==> config.mk <==
export PLATFORM = sky130hd
export DESIGN_NAME = modmul_requester
export DESIGN_NICKNAME = d
export VERILOG_FILES = /design/src/rtl/modmul_pkg.sv /design/src/rtl/modmul_result_fifo.sv /design/src/rtl/modmul_requester.sv
export SDC_FILE = /design/constraint.sdc
export NUM_CORES = 1
export LEC_CHECK = 0
export CAP_MARGIN = 20
export CORE_MARGIN = 1.5
export CORE_UTILIZATION = 60
export CTS_CLUSTER_SIZE = 30
export DETAILED_ROUTE_END_ITERATION = 10
export HOLD_SLACK_MARGIN = 0.08
export PLACE_DENSITY_LB_ADDON = 0.25
export SYNTH_ARGS = -nofsm -noshare
export SYNTH_HDL_FRONTEND = slang
export SYNTH_HIERARCHICAL = 1
export SYNTH_SLANG_ARGS = --single-unit
==> constraint.sdc <==
create_clock -name clk -period 25.7 [get_ports clk]
set_input_delay 2.57 -clock clk [delete_from_list [all_inputs] [get_ports clk]]
set_output_delay 2.57 -clock clk [all_outputs]
set_load 0.05 [all_outputs]
==> src/rtl/modmul_pkg.sv <==
// Shared types and constants for the modular-multiply requester and its benches.
package modmul_pkg;

    localparam int W = 64;

    // Modulus used by montgomery_top.
    localparam logic [W-1:0] N = 64'hFFFFFFFFFFFFFFF1;

    typedef logic [W-1:0] operand_t;
    typedef logic [W-1:0] result_t;

    // Plain (a * b) mod N, for reference models outside the datapath.
    function automatic result_t ref_modmul(input operand_t a, input operand_t b);
        logic [2*W-1:0] prod;
        prod = {{W{1'b0}}, a} * {{W{1'b0}}, b};
        return result_t'(prod % {{W{1'b0}}, N});
    endfunction

endpackage

==> src/rtl/modmul_result_fifo.sv <==
// Result FIFO: synchronous push/pop, asynchronous reset, head word always
// visible on pop_data. Push when full and pop when empty are ignored.
module modmul_result_fifo
    import modmul_pkg::*;
#(
    parameter int W     = 64,
    parameter int DEPTH = 8
) (
    input  logic                         clk,
    input  logic                         rst,
    input  logic                         push,
    input  logic [W-1:0]                 push_data,
    input  logic                         pop,
    output logic [W-1:0]                 pop_data,
    output logic [$clog2(DEPTH+1)-1:0]   count,
    output logic                         full,
    output logic                         empty
);

    localparam int AW = $clog2(DEPTH);
    localparam int CW = $clog2(DEPTH + 1);

    logic [W-1:0]  mem [DEPTH];
    logic [AW-1:0] wr_ptr;
    logic [AW-1:0] rd_ptr;
    logic          do_push;
    logic          do_pop;

    assign full     = (count == CW'(DEPTH));
    assign empty    = (count == '0);
    assign do_push  = push & ~full;
    assign do_pop   = pop & ~empty;
    assign pop_data = mem[rd_ptr];

    // Storage, pointers and occupancy; memory is cleared so the head reads 0 after reset.
    always_ff @(posedge clk or posedge rst) begin
        if (rst) begin
            for (int i = 0; i < DEPTH; i++) begin
                mem[i] <= '0;
            end
            wr_ptr <= '0;
            rd_ptr <= '0;
            count  <= '0;
        end else begin
            if (do_push) begin
                mem[wr_ptr] <= push_data;
                wr_ptr      <= wr_ptr + AW'(1);
            end
            if (do_pop) begin
                rd_ptr <= rd_ptr + AW'(1);
            end
            case ({do_push, do_pop})
                2'b10:   count <= count + CW'(1);
                2'b01:   count <= count - CW'(1);
                default: count <= count;
            endcase
        end
    end

endmodule

==> src/rtl/modmul_requester.sv <==
// Initiator for montgomery_top: holds one operand pair, issues it under a
// credit check that reserves result FIFO space for everything in flight, and
// streams returned results downstream in issue order.
//
// Handshakes: a transfer happens on a rising clk edge when both sides of a
// pair are high in the cycle before it (s_valid/s_ready, mm_taken/mm_ready_in,
// mm_ready_out/mm_given, m_valid/m_ready). A valid side keeps its data stable
// until the transfer.
module modmul_requester
    import modmul_pkg::*;
#(
    parameter int W         = 64,
    parameter int MAX_OUT   = 8,
    parameter int RES_DEPTH = 8
) (
    input  logic                           clk,
    input  logic                           rst,
    input  logic                           s_valid,
    output logic                           s_ready,
    input  logic [W-1:0]                   s_a,
    input  logic [W-1:0]                   s_b,
    output logic [W-1:0]                   mm_a,
    output logic [W-1:0]                   mm_b,
    output logic                           mm_taken,
    input  logic                           mm_ready_in,
    input  logic [W-1:0]                   mm_result,
    input  logic                           mm_ready_out,
    output logic                           mm_given,
    output logic                           m_valid,
    input  logic                           m_ready,
    output logic [W-1:0]                   m_result,
    output logic [$clog2(MAX_OUT+1)-1:0]   outstanding,
    output logic                           idle,
    output logic                           err_unexpected
);

    localparam int OW = $clog2(MAX_OUT + 1);
    localparam int CW = $clog2(RES_DEPTH + 1);
    localparam int SW = $clog2(MAX_OUT + RES_DEPTH + 1);

    localparam logic [OW-1:0] MAX_OUT_C   = OW'(MAX_OUT);
    localparam logic [SW-1:0] RES_DEPTH_C = SW'(RES_DEPTH);

    logic          hold_valid;
    logic [CW-1:0] fifo_count;
    logic          fifo_full;
    logic          fifo_empty;
    logic [SW-1:0] in_flight;
    logic          credit_ok;
    logic          issue;
    logic          s_fire;
    logic          ret;
    logic          push;
    logic          pop;

    // Results owed plus results queued; wide enough that the sum never wraps.
    assign in_flight = SW'(outstanding) + SW'(fifo_count);
    assign credit_ok = (outstanding < MAX_OUT_C) && (in_flight < RES_DEPTH_C);

    assign mm_taken = hold_valid & credit_ok;
    assign issue    = mm_taken & mm_ready_in;
    // The hold register frees up in the same cycle it issues.
    assign s_ready  = ~hold_valid | issue;
    assign s_fire   = s_valid & s_ready;

    assign mm_given = ~fifo_full;
    assign ret      = mm_ready_out & mm_given;
    // A return with nothing in flight is a protocol error and is dropped.
    assign push     = ret & (outstanding != '0);

    assign m_valid  = ~fifo_empty;
    assign pop      = m_valid & m_ready;

    assign idle     = ~hold_valid & (outstanding == '0) & fifo_empty;

    // Operand hold register; mm_a/mm_b only change when a new pair is accepted.
    always_ff @(posedge clk or posedge rst) begin
        if (rst) begin
            hold_valid <= 1'b0;
            mm_a       <= '0;
            mm_b       <= '0;
        end else begin
            if (s_fire) begin
                mm_a <= s_a;
                mm_b <= s_b;
            end
            hold_valid <= s_fire | (hold_valid & ~issue);
        end
    end

    // In-flight counter: up on issue, down on a counted return.
    always_ff @(posedge clk or posedge rst) begin
        if (rst) begin
            outstanding <= '0;
        end else begin
            case ({issue, push})
                2'b10:   outstanding <= outstanding + OW'(1);
                2'b01:   outstanding <= outstanding - OW'(1);
                default: outstanding <= outstanding;
            endcase
        end
    end

    // Sticky flag for a result that arrives when nothing was issued.
    always_ff @(posedge clk or posedge rst) begin
        if (rst) begin
            err_unexpected <= 1'b0;
        end else if (ret && (outstanding == '0)) begin
            err_unexpected <= 1'b1;
        end
    end

    modmul_result_fifo #(
        .W     (W),
        .DEPTH (RES_DEPTH)
    ) u_fifo (
        .clk       (clk),
        .rst       (rst),
        .push      (push),
        .push_data (mm_result),
        .pop       (pop),
        .pop_data  (m_result),
        .count     (fifo_count),
        .full      (fifo_full),
        .empty     (fifo_empty)
    );

endmodule

==> results of run 1 <==
==> power by group <==
group	total (uW)	internal, uW	switching (uW)	leakage [uW]
Sequential	1890	1560	331	0.00788
Clock	972	581	391	0.00108
Combinational	3000	1450	1550	0.00632
Total	5870	3590	2280	0.0153
==> worst paths after layout <==
| path | endpoint | depth (start not counted) | startpoint | slack (ns) |
|---|---|---|---|---|
| setup / recovery | m_result[2] | 5 | u_fifo/rd_ptr[1] | 18.72 |
| setup reg to reg | u_fifo/mem[124] | 9 | u_fifo/count[3] | 21.61 |
| min in group asynchronous | u_fifo/mem[370] | 2 | rst | 2.67 |
| hold / removal | u_fifo/mem[51] | 1 | u_fifo/mem[51] | 0.49 |
| max in group asynchronous | u_fifo/mem[278] | 5 | rst | 21.01 |
| hold reg to reg | u_fifo/mem[51] | 1 | u_fifo/mem[51] | 0.49 |
==> critical path, stage by stage, from the launching register on <==
cell	delay [ns]
dfrtp_4	0.75
buf_4	0.73
buf_4	0.75
mux4_2	0.41
mux2_2	0.28
clkdlybuf4s50_1	0.79
==> cells in the mapped netlist (2+ instances only) <==
library cell	count
dfrtp_1	656
mux2_2	520
mux2_4	180
mux4_2	128
buf_6	33
buf_2	24
clkbuf_1	20
inv_1	15
buf_12	12
ha_1	11
nand2_1	11
buf_4	9
nor3b_1	7
mux2_1	6
xnor2_1	6
buf_1	5
o21ai_0	4
a21oi_1	3
nand3_1	3
nand4b_1	3
nor4_1	3
buf_8	2
fa_1	2
mux2i_1	2
nand2b_1	2
nor2_1	2
nor2b_1	2
nor4b_2	2
o311ai_0	2
xor2_1	2
==> area by class of cell <==
type	count	area, um^2
Clock buffer	99	2012
Antenna cell	4	10.01
Fill cell	3056	12740
Tap cell	664	830.8
Sequential cell	656	16430
Multi-Input combinational cell	917	12250
Timing Repair Buffer	430	4312
Inverter	16	75.07
Clock inverter	16	188.9
==> through the flow <==
stage | utilization | total power [uW] | instances
CTS | 0.7367 | 5914 | 2793
finish | 0.7392 | 5870 | 2802
floorplan | - | 4079 | 1694
global placement | 0.6917 | 4809 | 2678
detailed placement | 0.6917 | 4901 | 2678
global route | 0.7392 | 6137 | 2802
==> cells by family (layout without fill, tap and decap cells) <==
| family | count (synthesis) | after routing |
|---|---|---|
| flip-flops | 656 | 656 |
| multiplexers | 836 | 836 |
| other | 0 | 4 |
| AO/OA/AOI/OAI | 17 | 17 |
| adder cells (fa/ha/maj) | 13 | 13 |
| XOR/XNOR | 8 | 8 |
| AND/OR/NAND/NOR | 43 | 43 |
| buffers and inverters | 121 | 561 |
==> metal layers <==
layer / track usage / wire, um / vias up
li1: - / - / 7083
met5: 0 / 30 / -
met2: 0.4685 / 35020 / 418
met4: 0.09656 / 1792 / 4
met3: 0.06180 / 3878 / 110
met1: 0.3577 / 27300 / 8850
==> cells in the final DEF, fill, tap and decap left out, types with 9 or more instances in the layout <==
cell type        synthesis  routed
dfrtp_1                656     653
mux2_2                 520     520
clkdlybuf4s50_1          0     399
mux2_4                 180     180
mux4_2                 128     128
clkbuf_16                0      71
buf_4                    9      25
clkbuf_1                20      15
inv_1                   15      13
clkbuf_8                 0      13
nand2_1                 11      11
ha_1                    11      11
clkinv_2                 0       9
==> flip-flops by register name, indices dropped and copies added, names as in the netlist <==
name and flops:
u_fifo/rd_ptr 3, u_fifo/mem 512, u_fifo/count 4, err_unexpected 1, mm_b 64, outstanding 4
mm_a 64, u_fifo/wr_ptr 3, hold_valid 1
==> flow_summary_export.csv, run 1 <==
group,metric,value,unit
run_status,status,"complete, no violations",
yosys,synthSimpleGateAreaFrac,0.01010,
sta,hold_viol_final,0,
detailed_routing,vias,16470,
sta,max_freq,143.2,MHz
clock_tree,cts_setup_buffers,0,
detailed_routing,ant_nets,0,
yosys,synthAdderAreaFrac,0.006000,
place,dpl.hpwl,41.63,mm
sta,worst_pin_slew,1.049,ns
place,postPlaceCellArea,33790,um^2
sta,setup_tns,0,ns
sta,drv_slew,0,
sta,fin_hold_ws,0.4870,ns
floorplan,dieHeight,225.2,um
yosys,synth.yosys.seq_area_share,0.5544,
grt,grt_max_degree,137,
yosys,ys.flop_type,"dfrtp_1",
detailed_routing,wl_per_cell,24.28,um
yosys,syn_area_per_cell,17.48,um^2
clock_tree,cts.sinks,656,
clock_tree,ctsResizeCount,0,
setup_path,cp-start-kind,"flop",
yosys,netlist.area_leader.share,0.5544,
setup_path,cp.required,23.13,ns
yosys,syn_area,29610,um^2
yosys,ys_warn_count,6,
clock_tree,cts_max_level,3,
job,cap_violations,0,
floorplan,core_area,48850,um^2
sta,relSlewSlack,0.3005,
yosys,synth_fp_nets,1905,
clock_tree,root_buffer,"clkbuf_16",
setup_path,critPathKind,"flop to primary output",
detailed_routing,drc,0,
layout,final_nets,2301,
yosys,async_flop_share,1.000,
grt,grt_util_all_layers,0.2782,
clock_tree,cts.clk_slew.worst_paths,0.06,ns
clock_tree,cts_tree,"done",
grt,grt_pass1_wl,107.7,mm
sta,fin_crit_sh,0.2717,
worst_hold_path,hold_path.class,"flop to flop",
floorplan,die_w,225.2,um
layout,design_area,36110,um^2
clock_tree,clock_path_buffers,3,
floorplan,start_util,0.6062,
yosys,synth-xor-area-share,0.002366,
sta,setup_viol,0,
yosys,synth_cell_types,47,
grt,grt_pass1_vias,18610,
yosys,muxShareOfSynthArea,0.3893,
yosys,synthCells,1694,
detailed_routing,viasPerCell,5.876,
place,preCtsSetupSlack,18.85,ns
floorplan,die_area,50690,um^2
grt,grt_overflow,0,
grt,antenna_found_initial,6,
yosys,ys_ff_latch,656,
setup_path,crit_fanout,51,
clock_tree,ctsHoldBuffers,0,
clock_tree,clock_latency,0.59,ns
detailed_routing,initialDrtViolationCount,879,
yosys,synth_compound_area_frac,0.004437,
clock_tree,cts_buffers,69,
detailed_routing,wl,68.02,mm
place,io_buffers,399,
place,place.gp.congestion,0.8004,
setup_path,endpoint_kind,"primary output",
setup_path,cp.arrival,4.41,ns
sta,rsz0062_at_grt,"no",
detailed_routing,firstDrtPassIters,4,
yosys,synth_top_cell_by_area,"dfrtp_1",
layout,area_growth_syn_to_layout,21.94,%
floorplan,placementRows,81,
floorplan,io_pins,400,
layout,layout-drive-gt1-share,0.4574,
sta,clock_skew,0.02359,ns
yosys,synth_top_family_by_area,"multiplexers",
yosys,ys_top_cells_by_area,"dfrtp_1 55%, mux2_2 20%, mux4_2 9.7%",
sta,min_period,6.983,ns
yosys,synth_edf_count,0,
power_and_ir_drop,power_leakage,0.01529,uW
power_and_ir_drop,powerDensity,162.6,nW/um^2
sta,finalWorstSetupSlack,18.72,ns
power_and_ir_drop,peakVddDrop,0.1085,mV
(Power assumes the default switching activity.)
==> run 2: changes to the inputs <==
--- a/config.mk
+++ b/config.mk
@@ -7,7 +7,7 @@
 export LEC_CHECK = 0
 export CAP_MARGIN = 20
 export CORE_MARGIN = 1.5
-export CORE_UTILIZATION = 60
+export CORE_UTILIZATION = 50
 export CTS_CLUSTER_SIZE = 30
 export DETAILED_ROUTE_END_ITERATION = 10
 export HOLD_SLACK_MARGIN = 0.08
==> constraint.sdc (replaced) <==
create_clock -name clk -period 6.4 [get_ports clk]
set_input_delay 0.64 -clock clk [delete_from_list [all_inputs] [get_ports clk]]
set_output_delay 0.64 -clock clk [all_outputs]
set_load 0.05 [all_outputs]
==> flow_summary_export.csv, run 2 (synthesized netlist as in run 1, its figures left out) <==
group,metric,value,unit
place,place.gp.congestion,0.7840,
sta,rsz0062_at_grt,"no",
power_and_ir_drop,powerDensity,654.3,nW/um^2
power_and_ir_drop,power_leakage,0.01535,uW
setup_path,critPathKind,"flop to primary output",
power_and_ir_drop,peakVddDrop,0.7125,mV
layout,final_nets,2301,
power_and_ir_drop,p_clk_frac,0.175,
floorplan,placementRows,89,
floorplan,core_area,58800,um^2
clock_tree,cts_tree,"done",
grt,grt_pass1_wl,109.6,mm
layout,final_common_cell,"dfrtp_1",
setup_path,endpoint_kind,"primary output",
job,cap_violations,0,
clock_tree,clock_path_buffers,3,
layout,area_growth_syn_to_layout,22.91,%
detailed_routing,vias,16250,
sta,clock_skew,0.01729,ns
detailed_routing,initialDrtViolationCount,729,
floorplan,io_pins,400,
floorplan,dieHeight,246.4,um
power_and_ir_drop,seq_power_share,0.317,
clock_tree,cts_buffers,72,
clock_tree,cts_setup_buffers,0,
clock_tree,cts_max_level,3,
clock_tree,ctsHoldBuffers,0,
setup_path,cp.required,5.76,ns
detailed_routing,wl_per_cell,23.75,um
grt,antenna_found_initial,3,
power_and_ir_drop,combPwrFrac,0.508,
grt,grt_util_all_layers,0.2356,
sta,min_period,4.384,ns
detailed_routing,wl,69.47,mm
layout,design_area,36390,um^2
place,dpl.hpwl,43.14,mm
setup_path,crit_fanout,35,
layout,largest_register_ff_count,512,
place,postPlaceCellArea,33990,um^2
floorplan,die_w,246.4,um
layout,fill_cells,4356,
layout,regMostFlops,"u_fifo/mem",
sta,hold_viol_final,0,
floorplan,die_area,60690,um^2
grt,grt_max_degree,204,
clock_tree,ctsResizeCount,0,
power_and_ir_drop,p_sw_frac,0.3877,
clock_tree,root_buffer,"clkbuf_16",
grt,grt_overflow,0,
layout,reg_top3,"u_fifo/mem: 512 flops, mm_a: 64 flops, mm_b: 64 flops",
power_and_ir_drop,p_sw,9232,uW
sta,worst_pin_slew,1.070,ns
setup_path,ff2ff_setup_slack,2.14,ns
sta,fin_crit_sh,0.6850,
place,io_buffers,399,
sta,max_freq,228.1,MHz
sta,relSlewSlack,0.2869,
clock_tree,cts.clk_slew.worst_paths,0.06,ns
sta,drv_slew,0,
detailed_routing,ant_nets,0,
grt,grt_pass1_vias,18390,
setup_path,cp-start-kind,"flop",
sta,fin_hold_ws,0.4028,ns
setup_path,cp.arrival,3.74,ns
detailed_routing,viasPerCell,5.556,
setup_path,reg2regPathDepth,8,
layout,layout-drive-gt1-share,0.4584,
run_status,status,"complete, no violations",
detailed_routing,firstDrtPassIters,5,
sta,setup_viol,0,
detailed_routing,drc,0,
layout,layout_common_cells,"653 x dfrtp_1, 520 x mux2_2, 399 x clkdlybuf4s50_1",
worst_hold_path,hold_path.class,"input pin to async pin",
power_and_ir_drop,intPower,14580,uW
clock_tree,clock_latency,0.61,ns
floorplan,start_util,0.5036,
clock_tree,cts.sinks,656,
==> run 2: layout make-up <==
type,instances,area [um^2],share of cell area
antenna,3,7.507,0.0002063
clock buffer,114,2237,0.06147
clock inverter,19,163.9,0.004504
inverter,16,71.32,0.001960
multi-input combinational,917,12250,0.3367
sequential,656,16430,0.4514
tap,773,967.2,0.02658
timing repair buffer,427,4267,0.1172
==> run 2: metal layers <==
metal	routed length, um	vias to the layer above	global-route usage	share of wire
li1	-	7079	-	-
met1	29280	8710	0.3024	0.42
met2	35000	386	0.3947	0.50
met3	3884	77	0.05828	0.056
met4	1314	0	0.07156	0.019
met5	0	-	0	0
==> run 2: power groups by stage <==
stage | sequential, uW | combinational, uW | clock [uW]
2_1_floorplan | 8620 | 7770 | 0
3_3_place_gp | 7440 | 12000 | 0
3_5_place_dp | 7590 | 12200 | 0
4_1_cts | 7560 | 12200 | 4280
5_1_grt | 7830 | 12700 | 4470
6_report | 7560 | 12100 | 4170
==> run 2: final timing paths <==
kind,from,endpoint
worst min-delay path,rst,mm_a[50]
max in group asynchronous,rst,u_fifo/mem[405]
worst max-delay path,u_fifo/rd_ptr[0],m_result[63]
worst max register to register,u_fifo/count[0],u_fifo/mem[317]
min in group clk,u_fifo/mem[49],u_fifo/mem[49]
worst min register to register,u_fifo/mem[49],u_fifo/mem[49]
==> run 2: metrics by stage <==
stage	std cells	power [uW]	TNS, ns	util	setup slack, ns
6_report	2925	23810	0	0.6190	2.016
5_1_grt	2925	25000	0	0.6190	1.794
4_1_cts	2922	24060	0	0.6189	1.888
3_5_place_dp	2789	19750	0	0.5780	2.117
3_3_place_gp	2789	19400	0	0.5780	2.227
2_1_floorplan	1694	16380	-695.41	-	-1.332
==> run 2: critical path, cell delays in order, from the launching register on <==
cell	delay (ns)
dfrtp_4	0.73
buf_4	0.70
mux4_2	0.60
mux2_2	0.31
clkdlybuf4s50_1	0.77
==> run 3: changes to the inputs <==
==> constraint.sdc (replaced) <==
create_clock -name clk -period 3.9 [get_ports clk]
set_input_delay 0.39 -clock clk [delete_from_list [all_inputs] [get_ports clk]]
set_output_delay 0.39 -clock clk [all_outputs]
set_load 0.05 [all_outputs]
==> flow_summary_export.csv, run 3 (synthesized netlist as in run 1, its figures left out) <==
group,metric,value,unit
detailed_routing,drc,0,
power_and_ir_drop,p_clk_frac,0.168,
layout,final_nets,2319,
grt,grt_overflow,0,
clock_tree,clock_path_buffers,3,
place,dpl.hpwl,44.11,mm
layout,instances_no_fill,2939,
sta,hold_viol_final,0,
clock_tree,cts_buffers,71,
grt,grt_max_degree,135,
power_and_ir_drop,intPower,23840,uW
clock_tree,root_buffer,"clkbuf_16",
clock_tree,cts_setup_buffers,0,
detailed_routing,wl,70.47,mm
layout,regMostFlops,"u_fifo/mem",
detailed_routing,vias,16390,
clock_tree,cts.clk_slew.worst_paths,0.07,ns
power_and_ir_drop,combPwrFrac,0.517,
floorplan,io_pins,400,
place,io_buffers,399,
layout,design_area,36660,um^2
layout,layout-drive-gt1-share,0.4623,
sta,min_period,3.656,ns
sta,fin_crit_sh,0.9374,
grt,grt_pass1_wl,110.9,mm
grt,grt_util_all_layers,0.2383,
floorplan,die_w,246.4,um
power_and_ir_drop,powerDensity,1063,nW/um^2
sta,setup_tns,0,ns
setup_path,cp.arrival,3.27,ns
clock_tree,cts.sinks,656,
layout,reg_top3,"u_fifo/mem: 512 flops, mm_a: 64 flops, mm_b: 64 flops",
clock_tree,cts_tree,"done",
sta,clock_skew,0.03237,ns
setup_path,cp.required,3.51,ns
layout,final_common_cell,"dfrtp_1",
detailed_routing,firstDrtPassIters,4,
setup_path,endpoint_kind,"primary output",
place,dp_cells,2808,
layout,fill_cells,4340,
power_and_ir_drop,p_sw_frac,0.3884,
setup_path,critPathKind,"flop to primary output",
power_and_ir_drop,seq_power_share,0.315,
detailed_routing,viasPerCell,5.578,
floorplan,die_area,60690,um^2
clock_tree,cts_max_level,3,
sta,relSlewSlack,0.3612,
detailed_routing,wl_per_cell,23.98,um
sta,setup_viol,0,
layout,largest_register_ff_count,512,
power_and_ir_drop,p_sw,15140,uW
floorplan,core_area,58800,um^2
clock_tree,clock_latency,0.62,ns
place,place.gp.congestion,0.8349,
place,postPlaceCellArea,34380,um^2
sta,worst_pin_slew,0.9561,ns
clock_tree,ctsHoldBuffers,0,
grt,grt_pass1_vias,18640,
setup_path,cp-start-kind,"flop",
setup_path,crit_fanout,27,
clock_tree,ctsResizeCount,0,
sta,rsz0062_at_grt,"no",
power_and_ir_drop,power_leakage,0.01548,uW
floorplan,placementRows,89,
sta,max_freq,273.5,MHz
worst_hold_path,hold_path.class,"input pin to flop",
job,cap_violations,0,
sta,drv_slew,0,
floorplan,dieHeight,246.4,um
layout,area_growth_syn_to_layout,23.80,%
detailed_routing,initialDrtViolationCount,740,
sta,fin_hold_ws,0.3755,ns
layout,layout_common_cells,"653 x dfrtp_1, 520 x mux2_2, 399 x clkdlybuf4s50_1",
grt,antenna_found_initial,4,
detailed_routing,ant_nets,0,
power_and_ir_drop,peakVddDrop,0.8157,mV
floorplan,start_util,0.5036,
run_status,status,"complete, no violations",
[run 3: worst paths after layout]
| path | start | end | slack [ns] | cells past startpoint |
|---|---|---|---|---|
| max in group asynchronous | rst | u_fifo/rd_ptr[0] | 2.52 | 3 |
| min in group asynchronous | rst | u_fifo/mem[320] | 0.43 | 2 |
| worst min-delay path | s_valid | hold_valid | 0.38 | 2 |
| worst max register to register | u_fifo/count[0] | u_fifo/count[3] | 0.49 | 9 |
| worst min register to register | u_fifo/mem[49] | u_fifo/mem[49] | 0.48 | 1 |
| worst max-delay path | u_fifo/rd_ptr[0] | m_result[2] | 0.24 | 4 |
[run 3: area by class of cell]
class | count | area, um^2 | area share
multi-input cells | 917 | 12250 | 0.3343
inverters | 16 | 72.57 | 0.001980
well taps | 773 | 967.2 | 0.02638
clock buffers | 113 | 2177 | 0.05939
clock inverters | 15 | 93.84 | 0.002560
diodes | 3 | 7.507 | 0.0002048
flip-flops and latches | 656 | 16430 | 0.4481
repair buffers | 446 | 4659 | 0.1271
[run 3: metrics by stage]
stage                     power [uW]  utilization  setup WS (ns)
after floorplan                26880            -         -3.582
after CTS                      39390       0.6233         0.1806
after global placement         32070       0.5847         0.5621
after global routing           40870       0.6234         0.1075
after detailed placement       32610       0.5847         0.5228
final                          38980       0.6235         0.2440
[run 3: layer usage]
| metal | part of all wire | global-route usage | vias to the layer above |
|---|---|---|---|
| met5 | 0.00028 | 0 | - |
| met4 | 0.019 | 0.05882 | 4 |
| met3 | 0.055 | 0.06155 | 99 |
| met2 | 0.50 | 0.4030 | 355 |
| met1 | 0.42 | 0.3064 | 8808 |
| li1 | - | - | 7128 |
[run 3: power groups by stage]
stage          logic, uW  registers (uW)  clock network (uW)
3_5_place_dp       20300           12300                   0
3_3_place_gp       20000           12100                   0
6_report           20100           12300                6560
5_1_grt            21100           12700                7010
4_1_cts            20400           12300                6730
2_1_floorplan      12700           14100                   0
[run 3: critical path: stages (launching register included)]
cell and delay (ns):
dfrtp_4 0.46, buf_4 0.51, mux4_2 0.60, mux2_2 0.29
clkdlybuf4s50_1 0.79
